===== src/rtl/word_pkg.sv =====
// Shared types and constants for the 8-bit word-bus receive path.
package word_pkg;
    localparam int BYTE_W         = 8;
    localparam int BYTES_PER_WORD = 4;
    localparam int WORD_W         = BYTE_W * BYTES_PER_WORD;
    localparam int IDX_W          = 2;
    localparam logic [IDX_W-1:0] LAST_IDX = IDX_W'(BYTES_PER_WORD - 1);

    typedef enum logic {
        IDLE    = 1'b0,
        COLLECT = 1'b1
    } state_t;

    // Byte lane within the assembled word for arrival index k.
    function automatic logic [IDX_W-1:0] byte_slot(input logic [IDX_W-1:0] k, input logic msb_first);
        return msb_first ? (LAST_IDX - k) : k;
    endfunction
endpackage


===== src/rtl/word_assembler_if.sv =====
// Byte-in / word-out handshake bundle for the word assembler.
interface word_assembler_if;
    import word_pkg::*;

    logic [BYTE_W-1:0] word_in;
    logic              word_valid;
    logic              word_sof;
    logic              word_ready;
    logic [WORD_W-1:0] data_out;
    logic              data_valid;
    logic              data_ready;

    modport master (
        output word_in, word_valid, word_sof, data_ready,
        input  word_ready, data_out, data_valid
    );

    modport slave (
        input  word_in, word_valid, word_sof, data_ready,
        output word_ready, data_out, data_valid
    );
endinterface


===== src/rtl/word_collector.sv =====
// Byte index and staging register; places each byte by arrival order.
module word_collector
    import word_pkg::*;
#(
    parameter bit MSB_FIRST = 1'b1
) (
    input  logic              clk,
    input  logic              reset,
    input  logic [BYTE_W-1:0] byte_in,
    input  logic              accept,
    input  logic              sof,
    output logic [IDX_W-1:0]  idx,
    output logic              word_done,
    output logic [WORD_W-1:0] word
);
    logic [BYTES_PER_WORD-1:0][BYTE_W-1:0] stage;
    logic [BYTES_PER_WORD-1:0][BYTE_W-1:0] word_bytes;

    // The final byte bypasses staging so the word is ready on the accepting edge.
    always_comb begin
        word_bytes = stage;
        word_bytes[byte_slot(idx, MSB_FIRST)] = byte_in;
    end

    assign word      = word_bytes;
    assign word_done = accept && !sof && (idx == LAST_IDX);

    always_ff @(posedge clk or negedge reset) begin
        if (!reset) begin
            idx   <= '0;
            stage <= '0;
        end else if (accept) begin
            if (sof) begin
                stage <= '0;
                stage[byte_slot('0, MSB_FIRST)] <= byte_in;
                idx   <= IDX_W'(1);
            end else if (idx != '0) begin
                // idx wraps 3 -> 0 when the word completes.
                stage[byte_slot(idx, MSB_FIRST)] <= byte_in;
                idx   <= idx + IDX_W'(1);
            end
        end
    end
endmodule


===== src/rtl/word_assembler.sv =====
// Reassembles 32-bit words from a framed byte stream; flags framing errors.
module word_assembler
    import word_pkg::*;
#(
    parameter bit MSB_FIRST = 1'b1,
    parameter int CNT_W     = 8
) (
    input  logic             clk,
    input  logic             reset,
    word_assembler_if.slave  bus,
    output logic             error,
    output logic [CNT_W-1:0] word_count
);
    state_t            state;
    logic [IDX_W-1:0]  idx;
    logic              word_done;
    logic [WORD_W-1:0] word;
    logic [WORD_W-1:0] data_q;
    logic              valid_q;
    logic              byte_acc;
    logic              out_acc;
    logic              ready;

    // Stall only the closing byte, and only while the previous word is still held.
    assign ready    = reset && !((idx == LAST_IDX) && valid_q && !bus.data_ready);
    assign byte_acc = bus.word_valid && ready;
    assign out_acc  = valid_q && bus.data_ready;

    assign bus.word_ready = ready;
    assign bus.data_out   = data_q;
    assign bus.data_valid = valid_q;

    word_collector #(.MSB_FIRST(MSB_FIRST)) u_collector (
        .clk       (clk),
        .reset     (reset),
        .byte_in   (bus.word_in),
        .accept    (byte_acc),
        .sof       (bus.word_sof),
        .idx       (idx),
        .word_done (word_done),
        .word      (word)
    );

    always_ff @(posedge clk or negedge reset) begin
        if (!reset) begin
            state      <= IDLE;
            error      <= 1'b0;
            data_q     <= '0;
            valid_q    <= 1'b0;
            word_count <= '0;
        end else begin
            error <= byte_acc && ((state == IDLE) ? !bus.word_sof : bus.word_sof);
            case (state)
                IDLE:    if (byte_acc && bus.word_sof) state <= COLLECT;
                COLLECT: if (word_done) state <= IDLE;
                default: state <= IDLE;
            endcase
            if (word_done) begin
                data_q     <= word;
                valid_q    <= 1'b1;
                word_count <= word_count + CNT_W'(1);
            end else if (out_acc) begin
                valid_q <= 1'b0;
            end
        end
    end
endmodule


===== src/flat_wrapper.sv =====
// flat-port wrapper written by rule: the top's interface ports become plain ports
module word_assembler_flat import word_pkg::*;
#(
    parameter bit MSB_FIRST = 1'b1,
    parameter int CNT_W     = 8
)
  (clk, reset, error, word_count, bus_word_in, bus_word_valid, bus_word_sof, bus_data_ready, bus_word_ready, bus_data_out, bus_data_valid);
  word_assembler_if bus_i ();
  input  logic clk;
  input  logic reset;
  output logic error;
  output logic [CNT_W-1:0] word_count;
  input wire logic [$bits(bus_i.word_in)-1:0] bus_word_in;
  input wire logic [$bits(bus_i.word_valid)-1:0] bus_word_valid;
  input wire logic [$bits(bus_i.word_sof)-1:0] bus_word_sof;
  input wire logic [$bits(bus_i.data_ready)-1:0] bus_data_ready;
  output wire logic [$bits(bus_i.word_ready)-1:0] bus_word_ready;
  output wire logic [$bits(bus_i.data_out)-1:0] bus_data_out;
  output wire logic [$bits(bus_i.data_valid)-1:0] bus_data_valid;
  assign bus_i.word_in = bus_word_in;
  assign bus_i.word_valid = bus_word_valid;
  assign bus_i.word_sof = bus_word_sof;
  assign bus_i.data_ready = bus_data_ready;
  assign bus_word_ready = bus_i.word_ready;
  assign bus_data_out = bus_i.data_out;
  assign bus_data_valid = bus_i.data_valid;
  word_assembler #(.MSB_FIRST(MSB_FIRST), .CNT_W(CNT_W)) u_core (.clk(clk), .reset(reset), .bus(bus_i), .error(error), .word_count(word_count));
endmodule

===== config.mk =====
export PLATFORM = sky130hd
export DESIGN_NAME = word_assembler_flat
export DESIGN_NICKNAME = d
export VERILOG_FILES = /design/src/rtl/word_pkg.sv /design/src/rtl/word_assembler_if.sv /design/src/rtl/word_collector.sv /design/src/rtl/word_assembler.sv /design/src/flat_wrapper.sv
export SDC_FILE = /design/constraint.sdc
export NUM_CORES = 1
export LEC_CHECK = 0
export CAP_MARGIN = 15
export CORE_ASPECT_RATIO = 1.2
export CORE_MARGIN = 2
export CORE_UTILIZATION = 53
export DETAILED_ROUTE_END_ITERATION = 10
export PLACE_DENSITY = 0.8
export SETUP_SLACK_MARGIN = 0.3
export SLEW_MARGIN = 20
export SYNTH_ARGS = -nofsm -noshare
export SYNTH_HDL_FRONTEND = slang
export SYNTH_SLANG_ARGS = --single-unit

===== constraint.sdc =====
create_clock -name clk -period 2.26 [get_ports clk]
set_clock_uncertainty 0.05 [all_clocks]
set_input_delay 0.565 -clock clk [delete_from_list [all_inputs] [get_ports clk]]
set_output_delay 0.565 -clock clk [all_outputs]
set_load 0.02 [all_outputs]

==> results.toml <==
[worst_setup_path]
critPathKind = "flip-flop to primary output"
cp.arrival_ns = 1.48
cp.required_ns = 1.64
reg2reg_to = "u_core.u_collector.stage[21]$_DFFE_PN0P_"
cp_slowest_cell = "dfrtp_1"
r2r_setup_slack_ns = 0.37
worst-path-max-fanout = 2
critPathTopFamily = "flip-flops"
worst-r2r-cell-count = 7
critical_path.startpoint_type = "flip-flop"
crit_chain = "ha_2, and3b_2, nor2b_1, buf_4"
r2r_start = "u_core.u_collector.idx[1]$_DFFE_PN0P_"
max_stage_delay_ns = 0.39
crit_buf_inv = 1
crit_path_end_kind = "primary output"

[detailed_routing]
vias = 2683
first_pass_iters = 4
wl_per_cell_um = 16.05
route.met2.wl_um = 3923
drt.antenna.violating_nets = 0
drt-initial-drc-count = 158
drc = 0
met3_length_um = 367
via_per_inst = 5.532
drt-total-wl_um = 7785
highest_layer = "met4"
wl_met1_um = 3379

[clock_tree]
clk_pin_slew_ns = 0.08
cts_hold_buffers = 0
tritoncts = "done"
clk_path_buf_depth = 2
clockRootBuffer = "clkbuf_8"
cts.sinks = 77
clock_latency_ns = 0.36
cts_made_buffers = 9
h-tree-depth = 3

[global_route]
grt_max_degree = 40
antenna_found_initial = 0
overflow = 0
grt_pass1_vias = 2539
grt_usage_pct = 22.53
grt_pass1_wl_um = 12530

[status]
outcome = "finished, final reports clean"

[yosys]
synth_cell_types = 36
synthCells = 321
yosys_warnings = 0
synth.cell_area_um2 = 3473
synth_seq_cells = 77
synth_area_per_cell_um2 = 10.82
synth-seq-area-share_pct = 55.48
syn_nets = 339

[finish]
fillCellCount = 450
layout.nets = 413
stdcell_area_um2 = 4574
syn2layout_area_growth_pct = 31.70
layout-drive-gt1-share_pct = 15.00
diodes = 0
final_util_pct = 71.41

[placement]
place_ws_ns = -0.3381
hpwl_um = 5121
gp_congestion = 0.8445
portBuffers = 55
dpl_cell_area_um2 = 4262

[pwr]
internal_power_uw = 3703
swShare_pct = 37.09
p_comb_share_pct = 43.5
p_total_uw = 5886
seq_power_share_pct = 38.7
clockPowerShare_pct = 17.8
power.density_nw_per_um2 = 1287
p_switching_uw = 2183
ir_drop_mv = 0.6982
total_leakage_power_uw = 0.002259

[floorplanning]
die_w_um = 77.90
coreArea_um2 = 6406
num_rows = 32
fp.dieH_um = 92.68
start_util_pct = 54.22
die_area_um2 = 7220
io_pins = 56

[timing]
slew_headroom_pct = 68.24
timing.final.ws_setup_ns = 0.1638
hold_viol = 0
post-route-period-util_pct = 92.75
setup_viol = 0
rsz0062_at_grt = "true"
timing.fmax_mhz = 477.0
slew_viol_final = 0
tightestPinTransition_ns = 0.4765
fin_crit_ns = 2.096
holdWs_ns = 0.3243

[job]
drv_cap = 0

[hold_path]
hold_path_class = "primary input to asynchronous set/reset pin"
## flip-flops by register name, summed over array words and instances, names as in the netlist
name                      count
u_core.bus.data_out          32
u_core.u_collector.stage     32
u_core.word_count             8
u_core.u_collector.idx        2
u_core.bus.data_valid         1
u_core.error                  1
u_core.state                  1
## kinds of logic (layout without fill, tap and decap cells)
group / count (synthesis) / after routing / synth area share, %
simple gates: 88 / 88 / 12.21
flops: 77 / 77 / 55.48
compound gates: 76 / 76 / 13.00
mux: 40 / 40 / 11.82
buf+inv: 27 / 106 / 3.675
xor+xnor: 8 / 8 / 2.017
fa+ha+maj: 5 / 5 / 1.801
## tightest hold or removal path: stages
cell,delay (ns)
buf_4,0.09
buf_4,0.11
buf_4,0.41
## power groups by stage
stage	sequential [uW]	combinational, uW	clock [uW]
floorplan	2650	1160	0
global placement	2270	2550	0
detailed placement	2300	2600	0
CTS	2280	2580	1060
global route	2340	2790	1130
finish	2280	2560	1050
## synth_stat cells (all sizes together)
library cell	instances	area (um^2)
a21o	1	7.510
a21oi	35	175.2
a221oi	1	8.760
a22o	8	70.07
a22oi	13	97.59
and2	1	6.260
and3	1	6.260
and3b	2	17.52
and4	1	8.760
buf	15	82.58
clkbuf	10	37.54
dfrtp	77	1927
ha	5	62.56
inv	2	7.510
mux2	8	90.09
mux2i	32	320.3
nand2	25	93.84
nand2b	3	18.77
nand3	3	15.01
nand3b	1	7.510
nand4	3	18.77
nor2	36	135.1
nor2b	3	18.77
nor3	3	20.02
nor3b	1	18.77
nor4b	3	26.28
o211ai	1	7.510
o21ai	17	85.08
or2	1	6.260
or3	1	6.260
xnor2	6	52.55
xor2	2	17.52
## how the worst max path moves through the flow
stage | from | endpoint | slack, ns | cells past startpoint
2_1_floorplan | u_core.u_collector.idx[0]$_DFFE_PN0P_ | u_core.u_collector.stage[24]$_DFFE_PN0P_ | 0.34 | 7
3_3_place_gp | bus_data_ready | bus_word_ready | -0.37 | 4
3_5_place_dp | bus_data_ready | bus_word_ready | -0.34 | 4
4_1_cts | u_core.u_collector.idx[0]$_DFFE_PN0P_ | bus_word_ready | 0.19 | 4
5_1_grt | u_core.u_collector.idx[1]$_DFFE_PN0P_ | bus_word_ready | 0.10 | 4
6_report | u_core.u_collector.idx[1]$_DFFE_PN0P_ | bus_word_ready | 0.16 | 4
## layout by cell type, fill, tap and decap left out, types with 3 or more instances in the layout
cell type / netlist / layout
buf_12: 0 / 4
nand3_1: 3 / 3
a22o_1: 8 / 8
clkdlybuf4s50_1: 0 / 16
clkbuf_8: 0 / 10
a21oi_1: 35 / 35
o21ai_1: 17 / 16
xnor2_1: 6 / 6
dlygate4sd2_1: 0 / 11
dlymetal6s2s_1: 0 / 26
mux2_1: 8 / 8
nor2_1: 36 / 35
ha_1: 5 / 3
nor4b_1: 3 / 3
nand2b_1: 3 / 3
dfrtp_1: 77 / 77
mux2i_1: 32 / 32
clkinvlp_4: 0 / 4
a22oi_1: 13 / 13
buf_4: 1 / 31
nand4_1: 3 / 3
nand2_1: 25 / 25
## area by class of cell
type	count	area, um^2	area share [%]
multi-input cells	217	1438	31.43
repair buffers	88	894.6	19.56
inverters	2	7.507	0.1641
clock inverters	5	60.06	1.313
flip-flops and latches	77	1927	42.12
well taps	85	106.4	2.325
clock buffers	11	141.4	3.091
## through the flow
step	cells	TNS, ns
after detailed placement	463	-2.920
final	485	0
after global placement	463	-3.313
after global routing	485	0
after CTS	479	0
after floorplan	321	0
## routing by layer
metal / vias up / GRT usage [%]
met5: - / 0
met4: 0 / 10.53
met3: 10 / 3.411
met2: 75 / 35.63
met1: 1325 / 30.78
li1: 1273 / -
## repair_timing
action                     CTS  global route
setup buffers                0             6
setup endpoints to repair   27            69
resized for setup           17            32
pin swaps                    1             3
No activity file was read; power rests on OpenSTA's default activity.
